<file path="config.mk">
export PLATFORM = sky130hd
export DESIGN_NAME = ibex_regfile_cache_flat
export DESIGN_NICKNAME = d
export VERILOG_FILES = /design/src/rtl/ibex_regfile_cache_pkg.sv /design/src/rtl/ibex_regfile_cache_if.sv /design/src/rtl/ibex_regfile_cache_victim_sel.sv /design/src/rtl/ibex_regfile_cache.sv /design/src/flat_wrapper.sv
export SDC_FILE = /design/constraint.sdc
export NUM_CORES = 1
export LEC_CHECK = 0
export BUFFER_PORTS_ARGS = -buffer_cell sky130_fd_sc_hd__clkbuf_2
export CAP_MARGIN = 40
export CORE_MARGIN = 10
export CORE_UTILIZATION = 50
export CTS_CLUSTER_DIAMETER = 50
export DETAILED_ROUTE_END_ITERATION = 10
export PLACE_DENSITY = 0.76
export SKIP_LAST_GASP = 1
export SYNTH_ARGS = -nofsm -noshare
export SYNTH_HDL_FRONTEND = slang
export SYNTH_SLANG_ARGS = --single-unit
</file>
<file path="constraint.sdc">
create_clock -name clk_i -period 5.63 [get_ports clk_i]
set_clock_uncertainty 0.2 [all_clocks]
set_input_delay 1.4075 -clock clk_i [delete_from_list [all_inputs] [get_ports clk_i]]
set_output_delay 1.4075 -clock clk_i [all_outputs]
set_load 0.005 [all_outputs]
</file>
<file path="src/rtl/ibex_regfile_cache_pkg.sv">
// Shared types for the register-file L1 cache: FSM states and refill target.
package ibex_regfile_cache_pkg;

  typedef enum logic {
    RFC_IDLE,
    RFC_FILL
  } rfc_state_e;

  typedef enum logic {
    RFC_TGT_A,
    RFC_TGT_B
  } rfc_target_e;

  // Tag width of the full RV32I register index; RV32E uses the low 4 bits.
  localparam int unsigned RFC_MAX_ADDR_W = 5;
  localparam int unsigned RFC_CNT_W      = 16;

endpackage

</file>
<file path="src/rtl/ibex_regfile_cache_if.sv">
// Single-port register SRAM bus between the register cache (master) and the backing SRAM.
interface ibex_regfile_cache_if #(
  parameter int unsigned DataWidth = 32,
  parameter int unsigned AddrWidth = 5
);
  logic                 req;
  logic                 we;
  logic [AddrWidth-1:0] addr;
  logic [DataWidth-1:0] wdata;
  logic [DataWidth-1:0] rdata;

  modport master (output req, we, addr, wdata, input rdata);
  modport slave  (input req, we, addr, wdata, output rdata);
endinterface

</file>
<file path="src/rtl/ibex_regfile_cache_victim_sel.sv">
// Victim picker: first invalid entry, otherwise round-robin from ptr_i skipping locked entries.
module ibex_regfile_cache_victim_sel
  import ibex_regfile_cache_pkg::*;
#(
  parameter  int unsigned NumEntries = 4,
  localparam int unsigned IdxW       = $clog2(NumEntries)
) (
  input  logic [NumEntries-1:0] valid_i,
  input  logic [NumEntries-1:0] lock_i,
  input  logic [IdxW-1:0]       ptr_i,
  output logic [IdxW-1:0]       victim_o
);

  function automatic logic [IdxW-1:0] rr_idx(input logic [IdxW-1:0] p, input int k);
    int s;
    s = int'(p) + k;
    if (s >= int'(NumEntries)) s = s - int'(NumEntries);
    return IdxW'(s);
  endfunction

  logic found;

  always_comb begin
    victim_o = ptr_i;
    found    = 1'b0;
    for (int i = 0; i < NumEntries; i++) begin
      if (!found && !valid_i[i]) begin
        victim_o = IdxW'(i);
        found    = 1'b1;
      end
    end
    // Only one entry can be locked, so with two or more entries this always finds one.
    for (int k = 0; k < NumEntries; k++) begin
      if (!found && !lock_i[rr_idx(ptr_i, k)]) begin
        victim_o = rr_idx(ptr_i, k);
        found    = 1'b1;
      end
    end
  end

endmodule

</file>
<file path="src/rtl/ibex_regfile_cache.sv">
// Fully-associative L1 register cache in front of a single-port register SRAM (write-through).
module ibex_regfile_cache
  import ibex_regfile_cache_pkg::*;
#(
  parameter bit          RV32E           = 1'b0,
  parameter int unsigned DataWidth       = 32,
  parameter int unsigned NumCacheEntries = 4,
  parameter bit          EnablePerfCnt   = 1'b1
) (
  input  logic                 clk_i,
  input  logic                 rst_i,
  input  logic                 req_a_i,
  input  logic [4:0]           raddr_a_i,
  output logic [DataWidth-1:0] rdata_a_o,
  input  logic                 req_b_i,
  input  logic [4:0]           raddr_b_i,
  output logic [DataWidth-1:0] rdata_b_o,
  input  logic                 we_a_i,
  input  logic [4:0]           waddr_a_i,
  input  logic [DataWidth-1:0] wdata_a_i,
  output logic                 stall_o,
  ibex_regfile_cache_if.master sram,
  output logic [15:0]          perf_hit_o,
  output logic [15:0]          perf_miss_o
);

  localparam int unsigned AddrWidth = RV32E ? 4 : RFC_MAX_ADDR_W;
  localparam int unsigned IdxW      = $clog2(NumCacheEntries);

  typedef struct packed {
    logic                 valid;
    logic [AddrWidth-1:0] tag;
    logic [DataWidth-1:0] data;
  } rfc_entry_t;

  function automatic logic [RFC_CNT_W-1:0] sat_add(input logic [RFC_CNT_W-1:0] cnt,
                                                   input logic [1:0]           inc);
    logic [RFC_CNT_W:0] sum;
    sum = {1'b0, cnt} + {{(RFC_CNT_W-1){1'b0}}, inc};
    return sum[RFC_CNT_W] ? {RFC_CNT_W{1'b1}} : sum[RFC_CNT_W-1:0];
  endfunction

  logic [AddrWidth-1:0]       ra_a, ra_b, wa;
  logic                       unused_addr_bits;
  rfc_entry_t                 entries_q [NumCacheEntries];
  rfc_entry_t                 entries_d [NumCacheEntries];
  rfc_state_e                 state_q, state_d;
  rfc_target_e                fill_tgt;
  logic [IdxW-1:0]            ptr_q, ptr_d, fill_idx_q, fill_idx_d, victim;
  logic [AddrWidth-1:0]       fill_addr_q, fill_addr_d;
  logic [NumCacheEntries-1:0] valid_vec, hit_a_vec, hit_b_vec, wr_hit_vec, lock_mask;
  logic [DataWidth-1:0]       hit_a_data, hit_b_data;
  logic                       a_hit, b_hit, a_miss, b_miss, any_miss;
  logic                       write_pending, issue_fill, fill_wr_hit;

  assign ra_a             = raddr_a_i[AddrWidth-1:0];
  assign ra_b             = raddr_b_i[AddrWidth-1:0];
  assign wa               = waddr_a_i[AddrWidth-1:0];
  assign unused_addr_bits = ^{raddr_a_i, raddr_b_i, waddr_a_i};

  // Tag compare and hit muxes
  always_comb begin
    valid_vec  = '0;
    hit_a_vec  = '0;
    hit_b_vec  = '0;
    wr_hit_vec = '0;
    hit_a_data = '0;
    hit_b_data = '0;
    for (int i = 0; i < NumCacheEntries; i++) begin
      valid_vec[i]  = entries_q[i].valid;
      wr_hit_vec[i] = entries_q[i].valid && (entries_q[i].tag == wa);
      if (entries_q[i].valid && (entries_q[i].tag == ra_a)) begin
        hit_a_vec[i] = 1'b1;
        hit_a_data   = entries_q[i].data;
      end
      if (entries_q[i].valid && (entries_q[i].tag == ra_b)) begin
        hit_b_vec[i] = 1'b1;
        hit_b_data   = entries_q[i].data;
      end
    end
  end

  // x0 is never cached; no entry carries tag 0, so its data mux output is already zero.
  assign a_hit         = (ra_a == '0) || (|hit_a_vec);
  assign b_hit         = (ra_b == '0) || (|hit_b_vec);
  assign a_miss        = req_a_i && !a_hit;
  assign b_miss        = req_b_i && !b_hit;
  assign any_miss      = a_miss || b_miss;
  assign write_pending = we_a_i && (wa != '0);
  assign issue_fill    = !rst_i && (state_q == RFC_IDLE) && !write_pending && any_miss;
  assign fill_wr_hit   = write_pending && (wa == fill_addr_q);
  assign fill_tgt      = a_miss ? RFC_TGT_A : RFC_TGT_B;
  assign lock_mask     = (fill_tgt == RFC_TGT_A) ? (req_b_i ? hit_b_vec : '0)
                                                 : (req_a_i ? hit_a_vec : '0);

  assign rdata_a_o = rst_i ? '0 : hit_a_data;
  assign rdata_b_o = rst_i ? '0 : hit_b_data;

  ibex_regfile_cache_victim_sel #(
    .NumEntries (NumCacheEntries)
  ) u_victim_sel (
    .valid_i  (valid_vec),
    .lock_i   (lock_mask),
    .ptr_i    (ptr_q),
    .victim_o (victim)
  );

  // FSM state register
  always_ff @(posedge clk_i) begin
    if (rst_i) begin
      state_q <= RFC_IDLE;
      ptr_q   <= '0;
    end else begin
      state_q <= state_d;
      ptr_q   <= ptr_d;
    end
  end

  always_ff @(posedge clk_i) begin
    fill_idx_q  <= fill_idx_d;
    fill_addr_q <= fill_addr_d;
  end

  // FSM next state
  always_comb begin
    state_d     = state_q;
    ptr_d       = ptr_q;
    fill_idx_d  = fill_idx_q;
    fill_addr_d = fill_addr_q;
    unique case (state_q)
      RFC_IDLE: begin
        if (issue_fill) begin
          state_d     = RFC_FILL;
          fill_idx_d  = victim;
          fill_addr_d = (fill_tgt == RFC_TGT_A) ? ra_a : ra_b;
        end
      end
      RFC_FILL: begin
        state_d = RFC_IDLE;
        ptr_d   = (fill_idx_q == IdxW'(NumCacheEntries - 1)) ? '0 : fill_idx_q + 1'b1;
      end
      default: state_d = RFC_IDLE;
    endcase
  end

  // FSM outputs: the SRAM write always wins the port over a refill read
  always_comb begin
    stall_o    = 1'b0;
    sram.req   = 1'b0;
    sram.we    = 1'b0;
    sram.addr  = wa;
    sram.wdata = wdata_a_i;
    if (!rst_i) begin
      stall_o = any_miss;
      if (write_pending) begin
        sram.req = 1'b1;
        sram.we  = 1'b1;
      end else if (issue_fill) begin
        sram.req  = 1'b1;
        sram.addr = (fill_tgt == RFC_TGT_A) ? ra_a : ra_b;
      end
    end
  end

  // Entry update: write-through hits, then refill install (a same-cycle write to it wins)
  always_comb begin
    entries_d = entries_q;
    if (write_pending) begin
      for (int i = 0; i < NumCacheEntries; i++) begin
        if (wr_hit_vec[i]) entries_d[i].data = wdata_a_i;
      end
    end
    if (state_q == RFC_FILL) begin
      entries_d[fill_idx_q].valid = 1'b1;
      entries_d[fill_idx_q].tag   = fill_addr_q;
      entries_d[fill_idx_q].data  = fill_wr_hit ? wdata_a_i : sram.rdata;
    end
  end

  always_ff @(posedge clk_i) begin
    if (rst_i) begin
      for (int i = 0; i < NumCacheEntries; i++) entries_q[i].valid <= 1'b0;
    end else begin
      entries_q <= entries_d;
    end
  end

  if (EnablePerfCnt) begin : g_perf
    logic [RFC_CNT_W-1:0] hit_cnt_q, miss_cnt_q;
    logic [1:0]           hit_inc;

    assign hit_inc = {1'b0, !stall_o && req_a_i && a_hit} + {1'b0, !stall_o && req_b_i && b_hit};

    always_ff @(posedge clk_i) begin
      if (rst_i) begin
        hit_cnt_q  <= '0;
        miss_cnt_q <= '0;
      end else begin
        hit_cnt_q  <= sat_add(hit_cnt_q, hit_inc);
        miss_cnt_q <= sat_add(miss_cnt_q, {1'b0, issue_fill});
      end
    end

    assign perf_hit_o  = hit_cnt_q;
    assign perf_miss_o = miss_cnt_q;
  end else begin : g_no_perf
    assign perf_hit_o  = '0;
    assign perf_miss_o = '0;
  end

endmodule
</file>
<file path="src/flat_wrapper.sv">
// flat-port wrapper written by rule: the top's interface ports become plain ports
module ibex_regfile_cache_flat import ibex_regfile_cache_pkg::*;
#(
  parameter bit          RV32E           = 1'b0,
  parameter int unsigned DataWidth       = 32,
  parameter int unsigned NumCacheEntries = 4,
  parameter bit          EnablePerfCnt   = 1'b1
)
  (clk_i, rst_i, req_a_i, raddr_a_i, rdata_a_o, req_b_i, raddr_b_i, rdata_b_o, we_a_i, waddr_a_i, wdata_a_i, stall_o, perf_hit_o, perf_miss_o, sram_req, sram_we, sram_addr, sram_wdata, sram_rdata);
  ibex_regfile_cache_if #(.DataWidth(DataWidth)) sram_i ();
  input  logic clk_i;
  input  logic rst_i;
  input  logic req_a_i;
  input  logic [4:0] raddr_a_i;
  output logic [DataWidth-1:0] rdata_a_o;
  input  logic req_b_i;
  input  logic [4:0] raddr_b_i;
  output logic [DataWidth-1:0] rdata_b_o;
  input  logic we_a_i;
  input  logic [4:0] waddr_a_i;
  input  logic [DataWidth-1:0] wdata_a_i;
  output logic stall_o;
  output logic [15:0] perf_hit_o;
  output logic [15:0] perf_miss_o;
  output wire logic [$bits(sram_i.req)-1:0] sram_req;
  output wire logic [$bits(sram_i.we)-1:0] sram_we;
  output wire logic [$bits(sram_i.addr)-1:0] sram_addr;
  output wire logic [$bits(sram_i.wdata)-1:0] sram_wdata;
  input wire logic [$bits(sram_i.rdata)-1:0] sram_rdata;
  assign sram_req = sram_i.req;
  assign sram_we = sram_i.we;
  assign sram_addr = sram_i.addr;
  assign sram_wdata = sram_i.wdata;
  assign sram_i.rdata = sram_rdata;
  ibex_regfile_cache #(.RV32E(RV32E), .DataWidth(DataWidth), .NumCacheEntries(NumCacheEntries), .EnablePerfCnt(EnablePerfCnt)) u_core (.clk_i(clk_i), .rst_i(rst_i), .req_a_i(req_a_i), .raddr_a_i(raddr_a_i), .rdata_a_o(rdata_a_o), .req_b_i(req_b_i), .raddr_b_i(raddr_b_i), .rdata_b_o(rdata_b_o), .we_a_i(we_a_i), .waddr_a_i(waddr_a_i), .wdata_a_i(wdata_a_i), .stall_o(stall_o), .sram(sram_i), .perf_hit_o(perf_hit_o), .perf_miss_o(perf_miss_o));
endmodule
</file>
==> results of run 1 <==
-- final timing paths --
check                                             from                     end  slack [ns]  depth (start not counted)
worst max-delay path                      raddr_a_i[3]            sram_addr[0]        0.19                         11
worst max register to register                register    u_core.perf_hit_o[8]        1.45                         14
worst min-delay path            u_core.perf_miss_o[15]  u_core.perf_miss_o[12]        0.36                          2
worst min register to register  u_core.perf_miss_o[15]  u_core.perf_miss_o[12]        0.36                          2
-- where the power goes --
group,switching [W],internal (W)
Sequential,0.0000611,0.00164
Clock,0.000596,0.000584
Combinational,0.000188,0.000126
Total,0.000845,0.00234
-- layer usage --
layer | track usage | vias up | routed length [µm]
met5 | 0 | - | 0
met4 | 0.0887 | 0 | 893
met3 | 0.0478 | 66 | 3890
met2 | 0.400 | 683 | 18700
met1 | 0.313 | 5488 | 15900
li1 | - | 5337 | -
-- kinds of logic after synthesis --
kind of cell / after synthesis / share of synthesized area
adder cells (fa/ha/maj): 8 / 0.00882
buffers and inverters: 168 / 0.0655
multiplexers: 22 / 0.0199
XOR/XNOR: 88 / 0.0632
AND/OR/NAND/NOR: 534 / 0.185
flip-flops: 194 / 0.446
AO/OA/AOI/OAI: 394 / 0.212
-- Yosys cell counts (12+ instances only) --
library cell | count | area share
nor4_1 | 12 | 0.0062
nand3_1 | 29 | 0.012
buf_4 | 35 | 0.022
o22ai_1 | 129 | 0.066
a21oi_1 | 98 | 0.040
nor2_1 | 412 | 0.13
xor2_1 | 62 | 0.045
clkbuf_1 | 78 | 0.024
edfxtp_1 | 155 | 0.38
buf_2 | 23 | 0.0094
xnor2_1 | 26 | 0.019
a211oi_1 | 67 | 0.041
a22oi_1 | 65 | 0.040
inv_1 | 15 | 0.0046
nand2_1 | 22 | 0.0068
dfxtp_1 | 39 | 0.064
buf_1 | 16 | 0.0049
and3_1 | 21 | 0.011
-- worst register-to-register path: cells and delay by family (launching register included) --
| family | cells | cell delay, ns |
|---|---|---|
| AOI/OAI and AO/OA | 3 | 0.39 |
| xor gates and xnor gates | 1 | 0.18 |
| and+or+nand+nor | 7 | 2.25 |
| buffers and inverters | 1 | 0.07 |
| adders and majority gates | 2 | 0.55 |
| DFF | 1 | 0.47 |
-- final cells by class --
cell class / instances / area [µm²]
fill: 2125 / 10100
multi-input combinational: 1046 / 6090
sequential: 194 / 5440
timing repair buffer: 250 / 1520
clock buffer: 18 / 429
tap: 324 / 405
clock inverter: 14 / 123
inverter: 15 / 58.8
antenna: 1 / 2.50
-- through the flow --
| stage | cell area, µm² | util | hold slack, ns |
|---|---|---|---|
| floorplan | 12200 | - | 0.301 |
| global placement | 13400 | 0.553 | 0.335 |
| detailed placement | 13500 | 0.559 | 0.350 |
| CTS | 14100 | 0.582 | 0.360 |
| global route | 14100 | 0.582 | 0.389 |
| finish | 14100 | 0.582 | 0.361 |
==> run summary, run 1 <==
CTS tree = built
Min Tclk post-route = 5.44 ns
Pre-antenna DRT Iters = 6
Post-CTS setup buffers = 0
Routability Congestion = 0.942
DR iter-0 viols = 1577
CP Class = in2out
Wire length per cell = 21.2 µm
Unrepaired setup endpoints after global routing = false
Worst Path Arrival = 3.83 ns
Core Box Area = 0.0242 mm²
H-Tree Depth = 4
Antenna Nets Post-Route = 0
Pin count of the biggest net entering global routing = 86
Via count = 11574
Max cap viols = 0
Critical path fanouts, max = 6
Pleak = 5.40 nW
Final net count = 1616
Max Buffers Root-to-Sink = 2
Pre-CTS setup slack = 0.219 ns
Die H = 176 µm
Worst rel slew slack = 0.395
Main synth FF type = edfxtp_1
Worst skew pair latency = 0.43 ns
FP Rows = 57
Setup ws final = 0.194 ns
Crit-path max cell delay = 0.45 ns
Total power = 0.00319 W
Critical Path Sink Type = output pin
Syn. warnings = 0
Clock root cell = clkbuf_16
Total Routed Length = 39400 µm
Final Setup Violations = 0
Async S/R FF share, synth = 0
Area Growth Syn to Fin = 15.4%
FMAX = 184 MHz
Initial antenna violation count = 1
Cell Chain, Critical Path = clkbuf_2 -> xor2_1 -> nor4_1 -> buf_4 -> and3_1 -> nor4_1 -> nand2_1 -> a21oi_2 -> and3b_1 -> mux2_1 -> clkbuf_2
Cell count after placement = 1829
Post-Syn Instances = 1408
Clk sinks = 194
Cts hold-fix bufs = 0
Period Utilization, post-route = 0.966
Most frequent cells in the layout = 410 x nor2_1, 218 x clkbuf_2, 155 x edfxtp_1, 129 x o22ai_1, 98 x a21oi_1
Initial Util = 0.504
Hold Path Class = reg2reg
Peak VDD IR = 0.000183 V
Post-DP HPWL = 25700 µm
Reg clk slew, reported paths = 0.08 ns
Share of cells above drive strength 1 = 0.209
Slowest cell on crit path = and3b_1
Via-to-Cell Ratio = 6.22
Post-synth EDFFs = 155
Grt ovf = 0
I/O pin count = 220
Gr usage total = 0.244
Buffers added on ports = 219
Critical path buffer and inverter count = 3
Slew Viols, Final = 0
Post-CTS sizing = 0
Synth Register Bits = 194
Die X = 176 µm
Setup TNS = 0 ns
Most common cell after layout, fill and taps aside = nor2_1
Worst EP required = 4.02 ns
Fin. Hold Viols = 0
Status = finished, final reports clean
Post-synth cell types = 60
Pwr Density = 227 mW/mm²
CP top delay family = simple AND/OR/NAND/NOR gates
TritonCTS Buffers = 17
Vias in the first global route = 11607
Remaining DRCs = 0
Post-Synthesis Cell Area = 0.0122 mm²
Finished Layout Cells = 1862
First-pass GRT wire length = 61800 µm
Startpoint class of the critical path = input pin
Synthesized area per cell = 8.66 µm²
Net count after synthesis = 1500
Sequential area share after synthesis = 0.446
Die area = 0.0310 mm²
Slew @ Worst Pin = 0.907 ns
No activity file was read; power rests on OpenSTA's default activity.
==> inputs of run 2 (changes only) <==
--- a/config.mk
+++ b/config.mk
@@ -7,11 +7,13 @@
 export LEC_CHECK = 0
 export BUFFER_PORTS_ARGS = -buffer_cell sky130_fd_sc_hd__clkbuf_2
 export CAP_MARGIN = 40
+export CELL_PAD_IN_SITES_DETAIL_PLACEMENT = 1
+export CELL_PAD_IN_SITES_GLOBAL_PLACEMENT = 2
 export CORE_MARGIN = 10
-export CORE_UTILIZATION = 50
+export CORE_UTILIZATION = 34
 export CTS_CLUSTER_DIAMETER = 50
 export DETAILED_ROUTE_END_ITERATION = 10
-export PLACE_DENSITY = 0.76
+export PLACE_DENSITY = 0.84
 export SKIP_LAST_GASP = 1
 export SYNTH_ARGS = -nofsm -noshare
 export SYNTH_HDL_FRONTEND = slang
==> run 2 against run 1 <==
Net effect:
- critical path depth fell by 1
- clock power rose by 9%
- cell area rose by 2.1%
- final cell count rose by 7.8%
- first-iteration DRC count fell by 49%
- largest power group unchanged
==> run summary, run 2 (synthesis gave the netlist of run 1 again) <==
Status = finished, final reports clean
Worst skew pair latency = 0.46 ns (+0.03 ns)
Pre-CTS setup slack = 0.0508 ns (-0.168 ns)
Via count = 11590 (+0.14%)
Post-CTS setup buffers = 0 (unchanged)
Initial antenna violation count = 4 (+3)
Worst rel slew slack = 0.413 (+0.0175)
FP Rows = 69 (+21%)
I/O pin count = 220 (unchanged)
Wire length per cell = 23.4 µm (+11%)
Die X = 209 µm (+19%)
Post-layout util = 0.405 (-0.177)
Clock root cell = clkbuf_16
Setup TNS = 0 ns (unchanged)
Reg clk slew, reported paths = 0.07 ns (about the same)
Gr usage total = 0.206 (-0.0373)
Critical Path Sink Type = output pin
TritonCTS Buffers = 17 (unchanged)
Vias in the first global route = 12390 (+6.7%)
Cell count after placement = 1975 (+8.0%)
Most frequent cells in the layout = 410 x nor2_1, 218 x clkbuf_2, 155 x edfxtp_1, 129 x o22ai_1, 98 x a21oi_1
Max Buffers Root-to-Sink = 2 (unchanged)
Max cap viols = 0 (unchanged)
Setup ws final = 0.198 ns (+0.00428 ns)
H-Tree Depth = 4 (unchanged)
Final net count = 1625 (+0.56%)
FMAX = 184 MHz (about the same)
Slew @ Worst Pin = 0.881 ns (-0.0262 ns)
Final Setup Violations = 0 (unchanged)
Worst EP required = 4.02 ns (about the same)
Total Routed Length = 47000 µm (+19%)
Grt ovf = 0 (unchanged)
Post-DP HPWL = 30300 µm (+18%)
Finished Layout Cells = 2008 (+7.8%)
Worst Path Arrival = 3.82 ns (about the same)
Fin. Hold Viols = 0 (unchanged)
Core Box Area = 0.0355 mm² (+47%)
Die area = 0.0438 mm² (+41%)
Min Hold Slack = 0.381 ns (+0.0200 ns)
Slew Viols, Final = 0 (unchanged)
Fillers = 4195 (+97%)
Area Growth Syn to Fin = 17.8%
Remaining DRCs = 0 (unchanged)
Initial Util = 0.344 (-0.161)
Clk sinks = 194 (unchanged)
Hold Path Class = reg2reg
Unrepaired setup endpoints after global routing = false
Share of cells above drive strength 1 = 0.214 (+0.00539)
First-pass GRT wire length = 72100 µm (+17%)
Period Utilization, post-route = 0.965 (about the same)
Pwr Density = 231 mW/mm² (+1.8%)
Pin count of the biggest net entering global routing = 76 (-12%)
Most common cell after layout, fill and taps aside = nor2_1
Pleak = 5.47 nW (+1.3%)
DR iter-0 viols = 810 (-49%)
Peak VDD IR = 0.000209 V (+14%)
CP Class = in2out
Die H = 209 µm (+19%)
Pre-antenna DRT Iters = 5 (-1)
Buffers added on ports = 219 (unchanged)
Antenna Nets Post-Route = 0 (unchanged)
Min Tclk post-route = 5.43 ns (-0.00428 ns)
Via-to-Cell Ratio = 5.77 (-7.1%)
Routability Congestion = 0.867 (-8.0%)
CTS tree = built
Startpoint class of the critical path = input pin
Critical path fanouts, max = 6 (unchanged)
==> run 2: changes by cell type in the layout (fill, tap and decap cells not counted), sizes merged <==
cell and change:
inv -3, buf +9, diode +1, bufinv +3
clkinvlp -1
==> run 2: per-layer routing <==
| layer | GRT usage | part of all wire | vias up |
|---|---|---|---|
| met1 | 0.250 | 0.42 | 5792 |
| met2 | 0.357 | 0.49 | 375 |
| met3 | 0.0475 | 0.061 | 64 |
| met5 | 0 | 0.00051 | - |
| met4 | 0.0583 | 0.021 | 4 |
| li1 | - | - | 5355 |
==> run 2: cell type report <==
class / instances / area (µm²) / area share
multi-input combinational: 1046 / 6130 / 0.427
sequential: 194 / 5440 / 0.378
timing repair buffer: 259 / 1570 / 0.109
tap: 461 / 577 / 0.0402
clock buffer: 18 / 429 / 0.0299
clock inverter: 13 / 158 / 0.0110
inverter: 15 / 61.3 / 0.00427
antenna: 2 / 5.00 / 0.000348
==> run 2: through the flow <==
stage          instance area [µm²]  power (W)
2_1_floorplan                12200    0.00191
3_3_place_gp                 13700    0.00204
3_5_place_dp                 13800    0.00205
4_1_cts                      14300    0.00333
5_1_grt                      14400    0.00343
6_report                     14400    0.00332
==> run 2: where the power goes <==
part,total [W],switching (W),internal (W)
Clock,0.00129,0.000593,0.000699
Combinational,0.000325,0.000198,0.000126
Sequential,0.00170,0.0000626,0.00164
Total,0.00332,0.000854,0.00246
==> run 2: worst paths after layout <==
kind	cells after the start	start	slack [ns]	to
setup / recovery	10	raddr_a_i[4]	0.20	sram_addr[4]
hold / removal	2	u_core.perf_miss_o[13]	0.38	u_core.perf_miss_o[12]
setup reg to reg	15	register	1.25	u_core.perf_hit_o[9]
hold reg to reg	2	u_core.perf_miss_o[13]	0.38	u_core.perf_miss_o[12]
==> run 2: timing repair <==
item                                    in CTS  in global routing
endpoints found under the setup margin       0                  7
hold endpoints to repair                     0                  0
resized for setup                            0                  3
hold buffers                                 0                  0
==> run 2: worst max-delay path, stage by stage <==
cell and delay [ns]:
clkbuf_2 0.19, xor2_1 0.25, nor4_2 0.12, and3_2 0.25
nor4_1 0.43, nand2_1 0.16, a21oi_2 0.16, and3b_1 0.36
mux2_1 0.37, clkbuf_2 0.12
==> inputs of run 3 (changes only) <==
--- a/config.mk
+++ b/config.mk
@@ -14,6 +14,7 @@
 export CTS_CLUSTER_DIAMETER = 50
 export DETAILED_ROUTE_END_ITERATION = 10
 export PLACE_DENSITY = 0.84
+export RECOVER_POWER = 25
 export SKIP_LAST_GASP = 1
 export SYNTH_ARGS = -nofsm -noshare
 export SYNTH_HDL_FRONTEND = slang
==> run 3 against run 2 <==
Net effect:
- the flow now finishes with violations (capacitance limit, slew limit)
- final cell count is the same
- highest routed layer unchanged
- routed wire length is essentially flat
- via count is essentially flat
- combinational power is essentially flat
- largest power group unchanged
==> run summary, run 3 (synthesis gave the netlist of run 1 again) <==
Final Setup Violations = 0 (unchanged)
Reg2Reg Depth = 15 (unchanged)
WL met3 = 2880 µm (+0.14%)
Startpoint class of the critical path = input pin
FP Rows = 69 (unchanged)
H-Tree Depth = 4 (unchanged)
I/O pin count = 220 (unchanged)
Hold Path Stages = 2 (unchanged)
Antenna Nets Post-Route = 0 (unchanged)
Area Growth Syn to Fin = 17.3%
Reg2reg setup slack = 1.21 ns (-0.04 ns)
Beginning of the worst hold path = u_core.perf_miss_o[14]
Via-to-Cell Ratio = 5.77 (about the same)
Failing checks = capacitance limit, slew limit
Pre-CTS setup slack = 0.0508 ns (unchanged)
Core Box Area = 0.0355 mm² (unchanged)
Multi-input logic area = 0.00613 mm² (unchanged)
Period Utilization, post-route = 0.967 (+0.00225)
Die area = 0.0438 mm² (unchanged)
First-pass GRT wire length = 72100 µm (unchanged)
Min Hold Slack = 0.378 ns (-0.00300 ns)
Via count = 11594 (+0.035%)
WL met2 = 23200 µm (about the same)
Die X = 209 µm (unchanged)
Buffers added on ports = 219 (unchanged)
Fillers = 4202 (+0.17%)
Worst Path Arrival = 3.84 ns (+0.02 ns)
Pleak = 5.37 nW (-1.8%)
Worst rel slew slack = -0.0577 (-0.470)
Fin. Hold Viols = 0 (unchanged)
Initial antenna violation count = 4 (unchanged)
Most common cell after layout, fill and taps aside = nor2_1
FMAX = 184 MHz (-0.23%)
Clock root cell = clkbuf_16
Unrepaired setup endpoints after global routing = false
Register area = 0.00544 mm² (unchanged)
Routability Congestion = 0.867 (unchanged)
TritonCTS Buffers = 17 (unchanged)
Wire length per cell = 23.4 µm (about the same)
Initial Util = 0.344 (unchanged)
Hold EP = u_core.perf_miss_o[14]
Max Buffers Root-to-Sink = 2 (unchanged)
Vias in the first global route = 12390 (unchanged)
Max cap viols = 1 (+1)
Most frequent cells in the layout = 410 x nor2_1, 195 x clkbuf_2, 155 x edfxtp_1, 129 x o22ai_1, 98 x a21oi_1
Critical path fanouts, max = 6 (unchanged)
Pwr Density = 232 mW/mm² (+0.37%)
Critical R2R Capture = u_core.perf_hit_o[9]
Remaining DRCs = 0 (unchanged)
Final net count = 1625 (unchanged)
Reg clk slew, reported paths = 0.08 ns (about the same)
Peak VDD IR = 0.000206 V (-1.3%)
Setup TNS = 0 ns (unchanged)
Status = finished, violations left
CTS tree = built
Highest metal used = met5
Hold Path Class = reg2reg
Post-CTS setup buffers = 0 (unchanged)
Worst EP required = 4.02 ns (about the same)
Grt ovf = 0 (unchanged)
CP Class = in2out
Post-DP HPWL = 30300 µm (unchanged)
Min Tclk post-route = 5.44 ns (+0.0127 ns)
Gr usage total = 0.206 (unchanged)
Critical Path Sink Type = output pin
Die H = 209 µm (unchanged)
Clk sinks = 194 (unchanged)
Slew @ Worst Pin = 1.59 ns (+0.706 ns)
Share of cells above drive strength 1 = 0.197 (-0.0168)
Pin count of the biggest net entering global routing = 76 (unchanged)
DR iter-0 viols = 860 (+6.2%)
Setup ws final = 0.185 ns (-0.0127 ns)
Worst skew pair latency = 0.46 ns (about the same)
Pre-antenna DRT Iters = 5 (unchanged)
Slew Viols, Final = 34 (+34)
Total Routed Length = 47100 µm (about the same)
Metal1 wirelength = 20000 µm (about the same)
-- run 3: layer usage --
layer	GRT usage	up-vias
met1	0.250	5789
met4	0.0583	4
met3	0.0475	67
li1	-	5353
met2	0.357	381
met5	0	-
-- run 3: power breakdown --
| part | total (W) | internal [W] | switching, W |
|---|---|---|---|
| combinational | 0.000322 | 0.000124 | 0.000198 |
| sequential | 0.00170 | 0.00164 | 0.0000623 |
| clock | 0.00129 | 0.000699 | 0.000594 |
-- run 3: layout make-up --
class	count	share of cell area
flip-flops and latches	194	0.380
clock inverters	13	0.0110
repair buffers	259	0.106
inverters	15	0.00429
clock buffers	18	0.0300
well taps	461	0.0403
multi-input cells	1046	0.428
diodes	2	0.000350
-- run 3: per-stage QoR --
| step | cell area [µm²] | total power, W | utilization | instances |
|---|---|---|---|---|
| floorplan | 12200 | 0.00191 | - | 1408 |
| global placement | 13700 | 0.00204 | 0.385 | 1972 |
| detailed placement | 13800 | 0.00205 | 0.388 | 1975 |
| CTS | 14300 | 0.00333 | 0.404 | 2006 |
| global route | 14300 | 0.00343 | 0.403 | 2007 |
| finish | 14300 | 0.00331 | 0.403 | 2008 |
-- run 3: how the worst max path moves through the flow --
stage / start / to / slack, ns / cells after the start
floorplan: rst_i / register / 0.47 / 3
global placement: raddr_a_i[2] / rdata_a_o[11] / 0.14 / 11
detailed placement: raddr_a_i[2] / u_core.perf_hit_o[9] / 0.05 / 16
CTS: raddr_a_i[2] / rdata_a_o[11] / 0.03 / 11
global route: raddr_a_i[4] / sram_addr[4] / 0.03 / 10
finish: raddr_a_i[4] / sram_addr[4] / 0.19 / 10
-- run 3: worst max-delay path: stages --
cell	delay, ns
clkbuf_2	0.19
xor2_1	0.25
nor4_2	0.12
and3_2	0.25
nor4_1	0.44
nand2_1	0.17
a21oi_2	0.16
and3b_1	0.36
mux2_1	0.37
clkbuf_2	0.12
-- run 3: timing repair --
item | in CTS | in global routing
hold buffers | 0 | 0
setup endpoints to repair | 0 | 7
resized for setup | 0 | 3
